File: config.mk
export PLATFORM = sky130hd
export DESIGN_NAME = prefix_sum_out_stage_flat
export DESIGN_NICKNAME = d
export VERILOG_FILES = /design/src/rtl/prefix_sum_out_stage_if.sv /design/src/rtl/prefix_sum_out_stage.sv /design/src/flat_wrapper.sv
export SDC_FILE = /design/constraint.sdc
export NUM_CORES = 1
export LEC_CHECK = 0
export BUFFER_PORTS_ARGS = -buffer_cell sky130_fd_sc_hd__buf_2
export CAP_MARGIN = 0
export CORE_MARGIN = 2
export CORE_UTILIZATION = 48
export DETAILED_ROUTE_END_ITERATION = 16
export GPL_TIMING_DRIVEN = 0
export PLACE_DENSITY = 0.79
export SLEW_MARGIN = 0
export SYNTH_ARGS = -nofsm -noshare
export SYNTH_HDL_FRONTEND = slang
export SYNTH_SLANG_ARGS = --single-unit
File: constraint.sdc
create_clock -name clk -period 2.1 [get_ports clk]
set_input_delay 0.105 -clock clk [delete_from_list [all_inputs] [get_ports clk]]
set_output_delay 0.105 -clock clk [all_outputs]
set_load 0.005 [all_outputs]
File: src/rtl/prefix_sum_out_stage_if.sv
//----------------------------------------------------------------------------
// Module   : prefix_sum_out_stage_if
// Brief    : Input/output handshake bundle for the prefix-adder output stage.
//            SUM_PARITY_EN adds the parity field.
// Revision : 1.0 - initial release
//----------------------------------------------------------------------------
`default_nettype none

interface prefix_sum_out_stage_if #(
  parameter int WIDTH = 22
);
  logic             in_valid;
  logic             in_ready;
  logic [WIDTH:1]   hs;
  logic [WIDTH:1]   P;
  logic [WIDTH:1]   G;
  logic             cin;
  logic             out_valid;
  logic             out_ready;
  logic [WIDTH:1]   sum;
  logic             cout;
  logic             ovf;
  logic             zero;
`ifdef SUM_PARITY_EN
  logic             parity;
`endif

  // Upstream prefix network and downstream consumer side.
  modport master (
    output in_valid, hs, P, G, cin, out_ready,
`ifdef SUM_PARITY_EN
    input  parity,
`endif
    input  in_ready, out_valid, sum, cout, ovf, zero
  );

  // Output stage side.
  modport slave (
    input  in_valid, hs, P, G, cin, out_ready,
`ifdef SUM_PARITY_EN
    output parity,
`endif
    output in_ready, out_valid, sum, cout, ovf, zero
  );
endinterface

`default_nettype wire

File: src/rtl/prefix_sum_out_stage.sv
//----------------------------------------------------------------------------
// Module   : prefix_sum_out_stage
// Brief    : Folds carry-in into prefix P/G, forms sum/cout/ovf/zero and
//            registers them behind a 2-entry skid buffer. SUM_PARITY_EN
//            adds a registered even-parity output.
// Revision : 1.0 - initial release
//----------------------------------------------------------------------------
`default_nettype none

module prefix_sum_out_stage #(
  parameter int WIDTH = 22
) (
  input  logic                   clk,
  input  logic                   rst_n,
  prefix_sum_out_stage_if.slave  bus
);

`ifdef SUM_PARITY_EN
  localparam int c_RW = WIDTH + 4;
`else
  localparam int c_RW = WIDTH + 3;
`endif

  // State encoding mirrors {M.valid, S.valid}.
  typedef enum logic [1:0] {
    S_EMPTY = 2'b00,
    S_ONE   = 2'b10,
    S_FULL  = 2'b11
  } state_t;

  state_t            r_state;
  state_t            w_state_nxt;
  logic              r_in_ready;
  logic [c_RW-1:0]   r_m_data;
  logic [c_RW-1:0]   r_s_data;

  logic              w_in_fire;
  logic              w_out_fire;
  logic              w_out_valid;
  logic              w_load_m_in;
  logic              w_load_m_skid;
  logic              w_load_s;

  logic [WIDTH:1]    w_c;
  logic [WIDTH:1]    w_sum;
  logic              w_cout;
  logic              w_ovf;
  logic              w_zero;
  logic [c_RW-1:0]   w_res;

  assign w_c[1] = bus.cin;

  generate
    for (genvar gi = 2; gi <= WIDTH; gi++) begin : g_carry
      assign w_c[gi] = bus.G[gi-1] | (bus.P[gi-1] & bus.cin);
    end
  endgenerate

  assign w_cout = bus.G[WIDTH] | (bus.P[WIDTH] & bus.cin);
  assign w_sum  = bus.hs ^ w_c;
  assign w_ovf  = w_c[WIDTH] ^ w_cout;
  assign w_zero = ~|w_sum;

  // Result word layout: {[parity,] zero, ovf, cout, sum}.
`ifdef SUM_PARITY_EN
  assign w_res = {^w_sum, w_zero, w_ovf, w_cout, w_sum};
`else
  assign w_res = {w_zero, w_ovf, w_cout, w_sum};
`endif

  assign w_out_valid = (r_state != S_EMPTY);
  assign w_in_fire   = bus.in_valid & r_in_ready;
  assign w_out_fire  = w_out_valid & bus.out_ready;

  always_comb begin
    w_state_nxt   = r_state;
    w_load_m_in   = 1'b0;
    w_load_m_skid = 1'b0;
    w_load_s      = 1'b0;
    case (r_state)
      S_EMPTY: begin
        if (w_in_fire) begin
          w_load_m_in = 1'b1;
          w_state_nxt = S_ONE;
        end
      end
      S_ONE: begin
        if (w_in_fire && w_out_fire) begin
          w_load_m_in = 1'b1;
        end else if (w_in_fire) begin
          w_load_s    = 1'b1;
          w_state_nxt = S_FULL;
        end else if (w_out_fire) begin
          w_state_nxt = S_EMPTY;
        end
      end
      S_FULL: begin
        // in_ready is low here, so only the drain can happen.
        if (w_out_fire) begin
          w_load_m_skid = 1'b1;
          w_state_nxt   = S_ONE;
        end
      end
      default: begin
        w_state_nxt = S_EMPTY;
      end
    endcase
  end

  always_ff @(posedge clk or negedge rst_n) begin
    if (!rst_n) begin
      r_state    <= S_EMPTY;
      r_in_ready <= 1'b1;
    end else begin
      r_state    <= w_state_nxt;
      r_in_ready <= (w_state_nxt != S_FULL);
    end
  end

  always_ff @(posedge clk or negedge rst_n) begin
    if (!rst_n) begin
      r_m_data <= '0;
      r_s_data <= '0;
    end else begin
      if (w_load_m_in) begin
        r_m_data <= w_res;
      end else if (w_load_m_skid) begin
        r_m_data <= r_s_data;
      end
      if (w_load_s) begin
        r_s_data <= w_res;
      end
    end
  end

  assign bus.in_ready  = r_in_ready;
  assign bus.out_valid = w_out_valid;
  assign bus.sum       = r_m_data[WIDTH-1:0];
  assign bus.cout      = r_m_data[WIDTH];
  assign bus.ovf       = r_m_data[WIDTH+1];
  assign bus.zero      = r_m_data[WIDTH+2];
`ifdef SUM_PARITY_EN
  assign bus.parity    = r_m_data[WIDTH+3];
`endif

endmodule

`default_nettype wire

File: src/flat_wrapper.sv
// flat-port wrapper written by rule: the top's interface ports become plain ports
module prefix_sum_out_stage_flat 
#(
  parameter int WIDTH = 22
)
  (clk, rst_n, bus_in_valid, bus_hs, bus_P, bus_G, bus_cin, bus_out_ready, bus_in_ready, bus_out_valid, bus_sum, bus_cout, bus_ovf, bus_zero);
  prefix_sum_out_stage_if #(.WIDTH(WIDTH)) bus_i ();
  input  logic clk;
  input  logic rst_n;
  input wire logic [$bits(bus_i.in_valid)-1:0] bus_in_valid;
  input wire logic [$bits(bus_i.hs)-1:0] bus_hs;
  input wire logic [$bits(bus_i.P)-1:0] bus_P;
  input wire logic [$bits(bus_i.G)-1:0] bus_G;
  input wire logic [$bits(bus_i.cin)-1:0] bus_cin;
  input wire logic [$bits(bus_i.out_ready)-1:0] bus_out_ready;
  output wire logic [$bits(bus_i.in_ready)-1:0] bus_in_ready;
  output wire logic [$bits(bus_i.out_valid)-1:0] bus_out_valid;
  output wire logic [$bits(bus_i.sum)-1:0] bus_sum;
  output wire logic [$bits(bus_i.cout)-1:0] bus_cout;
  output wire logic [$bits(bus_i.ovf)-1:0] bus_ovf;
  output wire logic [$bits(bus_i.zero)-1:0] bus_zero;
  assign bus_i.in_valid = bus_in_valid;
  assign bus_i.hs = bus_hs;
  assign bus_i.P = bus_P;
  assign bus_i.G = bus_G;
  assign bus_i.cin = bus_cin;
  assign bus_i.out_ready = bus_out_ready;
  assign bus_in_ready = bus_i.in_ready;
  assign bus_out_valid = bus_i.out_valid;
  assign bus_sum = bus_i.sum;
  assign bus_cout = bus_i.cout;
  assign bus_ovf = bus_i.ovf;
  assign bus_zero = bus_i.zero;
  prefix_sum_out_stage #(.WIDTH(WIDTH)) u_core (.clk(clk), .rst_n(rst_n), .bus(bus_i));
endmodule
# ---- Word-level counts from Yosys, hierarchy flattened
# Index checks and enable logic that the tools add are counted.
dict set report word_totals {
  regBits 53
  word_cells 76
}
dict set report op_classes {
  n_bitwise 48
  n_eq_ne 3
  mux 15
  n_reduce_logical 6
}
# op count
set ops {}
lappend ops {{$mux W25} 2}
lappend ops {{$and A1 B1 Y1} 24}
lappend ops {{$or A1 B1 Y1} 22}
lappend ops {{$reduce_or A22 Y1} 1}
lappend ops {{$xor A22 B22 Y22} 1}
lappend ops {{$mux W2} 5}
lappend ops {{$mux W1} 6}
lappend ops {{$pmux W2 S3} 1}
lappend ops {{$eq A2 B2 Y1 const B} 2}
lappend ops {{$reduce_bool A2 Y1} 2}
lappend ops {{$logic_not A2 Y1} 1}
lappend ops {{$ne A2 B2 Y1 const B} 1}
lappend ops {{$pmux W1 S2} 1}
lappend ops {{$logic_and A1 B1 Y1} 1}
lappend ops {{$logic_not A1 Y1} 1}
lappend ops {{$xor A1 B1 Y1} 1}

# ---- Longest topological paths before layout
dict set report depth {
  depth_word 7
  mapped_depth 7
  ltp_nobuf 6
}

# ---- Worst setup path after synthesis
# OpenSTA, ideal clock, no wires.
dict set report synth_timing {
  kind {register to register}
  start {reg u_core.r_in_ready (netlist: u_core.bus.in_ready)}
  end {reg u_core.r_s_data[13]}
  path_buffers 2
  period_less_slack_ns 1.904
  path_slack_ns 0.196
  setup_time_ns 0.125
  arrival_time_ns 1.779
  path_stages_with_launch 7
  path_cell_list {dfstp_2 and2_1 nor2b_1 clkbuf_1 nand2_1 clkbuf_1 mux2_2}
}
dict set report synth_between {
  elab_chain_cells 4
  word_cells_on_any_way 5
  classes_between {3 x mux; 1 x bitwise; 1 x reduce/logical}
}
# item line
set synth_lines {}
lappend synth_lines {{from (decl)} prefix_sum_out_stage.sv:33} ;# logic r_in_ready;
lappend synth_lines {{from (signal assigned)} prefix_sum_out_stage.sv:116} ;# r_in_ready <= (w_state_nxt != S_FULL);
lappend synth_lines {{$and A1 B1 Y1 (*)} prefix_sum_out_stage.sv:72} ;# assign w_in_fire = bus.in_valid & r_in_ready;
lappend synth_lines {{$mux W1 / $logic_and A1 B1 Y1 (equally long branches)} {prefix_sum_out_stage.sv:90, prefix_sum_out_stage.sv:88}}
lappend synth_lines {{$mux W1 (*)} prefix_sum_out_stage.sv:88} ;# if (w_in_fire && w_out_fire) begin
lappend synth_lines {{$mux W1 (*)} prefix_sum_out_stage.sv:80} ;# case (r_state)
lappend synth_lines {{to (signal assigned)} prefix_sum_out_stage.sv:131} ;# r_s_data <= w_res;
lappend synth_lines {{to (decl)} prefix_sum_out_stage.sv:35} ;# logic [c_RW-1:0] r_s_data;
# Every way passes the cells marked *; elsewhere a longest branch is shown, timed or not.
# A chain may end at the register's enable or synchronous reset.

# ---- Worst setup path after layout
dict set report layout_timing {
  start {reg u_core.r_in_ready (netlist: u_core.bus.in_ready)}
  end {reg u_core.r_m_data[19]}
}
dict set report layout_between {
  elab_chain_cells 5
  word_cells_on_any_way 7
  classes_between {4 x mux; 1 x bitwise; 2 x reduce/logical}
}
# item line
set layout_lines {}
lappend layout_lines {{$and A1 B1 Y1 (*)} prefix_sum_out_stage.sv:72}
lappend layout_lines {{$logic_and A1 B1 Y1} prefix_sum_out_stage.sv:88}
lappend layout_lines {{$mux W1} prefix_sum_out_stage.sv:88}
lappend layout_lines {{$pmux W1 S2 (*)} prefix_sum_out_stage.sv:80}
lappend layout_lines {{$mux W25 / $reduce_bool A2 Y1 (equally long branches)} n/a}
lappend layout_lines {{to (signal assigned)} prefix_sum_out_stage.sv:126} ;# r_m_data <= w_res;
lappend layout_lines {{to (signal assigned)} prefix_sum_out_stage.sv:128} ;# r_m_data <= r_s_data;
lappend layout_lines {{to (decl)} prefix_sum_out_stage.sv:34} ;# logic [c_RW-1:0] r_m_data;
# Marked as above.

==> impl_metrics.csv <==
group,metric,value,unit
sta,rsz0062_at_grt,"yes",
synthesis,yosys_warnings,0,
power_and_ir_drop,p_leak,1.51,nW
power_and_ir_drop,irDropWorstVdd,0.519,mV
clock_tree,cts_buffers,5,
setup_path,cp_slowest_cell,"dfstp_2",
floorplanning,ioPinCount,98,
clock_tree,clockBufferDepth,2,
setup_path,max_stage_delay,530,ps
global_route,antenna_found_initial,0,
floorplanning,start_util,49.3,%
global_route,grt_pass1_wl,9970,um
final_layout,diodes,0,
detailed_routing,drt-pass1-iter-count,4,
final_layout,nets,412,
synthesis,synth_seq_area_share,53.4,%
synthesis,netlist_area,0.00249,mm^2
setup_path,path_buf_inv,2,
floorplanning,die_w,76.0,um
global_route,grt_overflow_total,0,
clock_tree,ctsRootBufferMaster,"clkbuf_8",
sta,slew_headroom,22.7,%
final_layout,stdcell_count,412,
detailed_routing,route.detailed.drc,0,
sta,finalCriticalPeriod,1930,ps
clock_tree,cts-htree-levels,2,
detailed_routing,ant_nets,0,
floorplanning,chipHeight,76.0,um
detailed_routing,vias,2170,
status,status,"complete, no violations",
floorplanning,die-area,0.00577,mm^2
detailed_routing,drt-initial-drc-count,104,
sta,worst_slew_pin_slew,1160,ps
global_route,grt_max_degree,54,
placed_design,place_congestion,0.800,
clock_tree,cts_setup_buffers,0,
sta,hold_viol_final,0,
sta,finalClockSkew,9.27,ps
detailed_routing,viasPerCell,5.27,
clock_tree,clkTransAtPathRegs,100,ps
placed_design,place_inst,404,
synthesis,synth_cell_types,25,
final_layout,area_growth,28.8,%
final_layout,drive_gt1_share,41.2,%
placed_design,port_buffers,97,
global_route,grt_use_total,21.7,%
floorplanning,core,0.00504,mm^2
clock_tree,clock_sinks,53,
hold_path,hold_path_class,"in2async",
setup_path,path_max_fanout,10,
setup_path,path_cells,"and2_1 -> nor2b_1 -> clkbuf_2 -> nand2b_1 -> clkbuf_1 -> o22ai_1 -> o21ai_0",
clock_tree,cts_tree,"done",
sta,finalSetupViolCount,0,
placed_design,dpl.hpwl,4450,um
detailed_routing,post_drt_wl_per_cell,14.7,um
floorplanning,rows,26,
setup_path,worstSetupStartpointType,"flop",
global_route,grt_pass1_vias,2157,
final_layout,design_area,0.00320,mm^2
synthesis,syn_nets,308,
clock_tree,clk_latency,320,ps
job,drv_cap,0,
sta,slew_viol_final,0,
synthesis,ys_ff_latch,53,
synthesis,syn-instance-count,237,
setup_path,critPathCaptureType,"flop",
power_and_ir_drop,powerDensity,1110,mW/mm^2
sta,max_freq,519,MHz
setup_path,cp.arrival,2110,ps
setup_path,required,2280,ps
setup_path,critical_path_class,"reg2reg",
sta,min_period_over_period,91.7,%
setup_path,cp_top_family,"flip-flops",
synthesis,syn_area_per_cell,10.5,um^2
placed_design,placed_cell_area,0.00306,mm^2
detailed_routing,drt-total-wl,6070,um
## Yosys cell counts, drive strengths merged
library cell	n	share of area [%]
or4	2	0.75
dfrtp	52	52
or2	1	0.25
buf	2	0.40
o21ai	29	5.8
nor4	4	1.0
nand2	30	4.5
clkbuf	12	1.8
nor2	1	0.15
nand4	1	0.25
a21o	1	0.30
dfstp	1	1.1
xnor2	21	7.4
o31ai	1	0.30
o22ai	23	5.8
mux2	23	10
and2	1	0.25
a21oi	23	4.9
inv	2	0.30
xor2	2	0.70
nand2b	3	0.75
nor2b	2	0.50
## layout by cell type (no fill, tap or decap)
cell and n:
bufinv_16 2, nor2b_1 2, nand2_1 29, o31ai_1 1
o21ai_1 9, or2_2 1, nor4_1 4, clkbuf_8 5
clkbuf_2 4, a21oi_1 21, nand4_1 1, inv_1 2
nand2b_1 3, or4_4 1, nand2_2 1, o21ai_0 20
clkbuf_1 7, a21oi_2 2, a21o_1 1, or4_1 1
and2_1 1, o22ai_1 23, dfstp_2 1, nor2_1 1
mux2_2 23, clkinv_2 1, xor2_1 2, dfrtp_1 52
buf_2 100, xnor2_1 21
## logic make-up (layout without fill, tap and decap cells)
logic type / count (synthesis) / count (layout) / share of synthesized area (%)
compound gates: 77 / 77 / 17.2
xor+xnor: 23 / 23 / 8.10
buf+inv: 16 / 121 / 2.52
flops: 53 / 53 / 53.4
mux: 23 / 23 / 10.4
simple gates: 45 / 45 / 8.45
## registers in the layout, indices dropped and copies added, names as in the netlist
signal / cells
u_core.r_m_data: 25
u_core.r_s_data: 25
u_core.r_state: 2
u_core.bus.in_ready: 1
## final cells by class
cell class                      count  area (um^2)
Clock inverter                      3         65.1
Sequential cell                    53         1330
Multi-Input combinational cell    168         1100
Clock buffer                        5         68.8
Buffer                             14         61.3
Inverter                            2         7.51
Tap cell                           70         87.6
Timing Repair Buffer               97          485
Fill cell                         441         1840
## metrics by stage
| stage | TNS, ps | hold WS, ps | setup WS (ps) | power [mW] | util [%] |
|---|---|---|---|---|---|
| 5_1_grt | -23.0 | 109 | -23.0 | 3.80 | 63.5 |
| 2_1_floorplan | 0 | -191 | 196 | 2.27 | - |
| 6_report | 0 | 16.3 | 174 | 3.57 | 63.5 |
| 3_3_place_gp | -1600 | 390 | -116 | 2.70 | 60.7 |
| 4_1_cts | 0 | 55.1 | 92.7 | 3.58 | 63.4 |
| 3_5_place_dp | -2050 | 396 | -147 | 2.75 | 60.7 |
## worst paths after layout
kind | start | to | slack, ps | cells after the start
setup reg to reg | u_core.bus.in_ready | u_core.r_m_data[19] | 170 | 7
setup / recovery | u_core.bus.in_ready | u_core.r_m_data[19] | 170 | 7
hold reg to reg | u_core.r_m_data[21] | u_core.r_m_data[21] | 490 | 2
hold / removal | rst_n | u_core.r_m_data[7] | 20 | 1
max in group asynchronous | rst_n | u_core.r_m_data[20] | 1370 | 1
min in group clk | bus_out_ready | u_core.r_state[1] | 80 | 4
## where the power goes
group / leakage, nW / total (mW) / switching (mW) / internal (mW)
combinational: 0.797 / 1.09 / 0.524 / 0.566
clock: 0.0681 / 0.817 / 0.344 / 0.474
sequential: 0.640 / 1.66 / 0.220 / 1.44
total: 1.51 / 3.57 / 1.09 / 2.48
## what timing repair did
item                                    4_1_cts  5_1_grt
endpoints found under the setup margin       18       19
gates resized for setup                       3        7
hold buffers                                  0        0
## per-layer routing
layer  global-route usage [%]  routed length, um  up-vias
met1                     27.0               2600     1012
li1                         -                  -     1055
met5                        0                  0        -
met4                     8.91                146        0
met3                     5.33                388       14
met2                     36.3               2930       89
No activity file was read; power rests on OpenSTA's default activity.
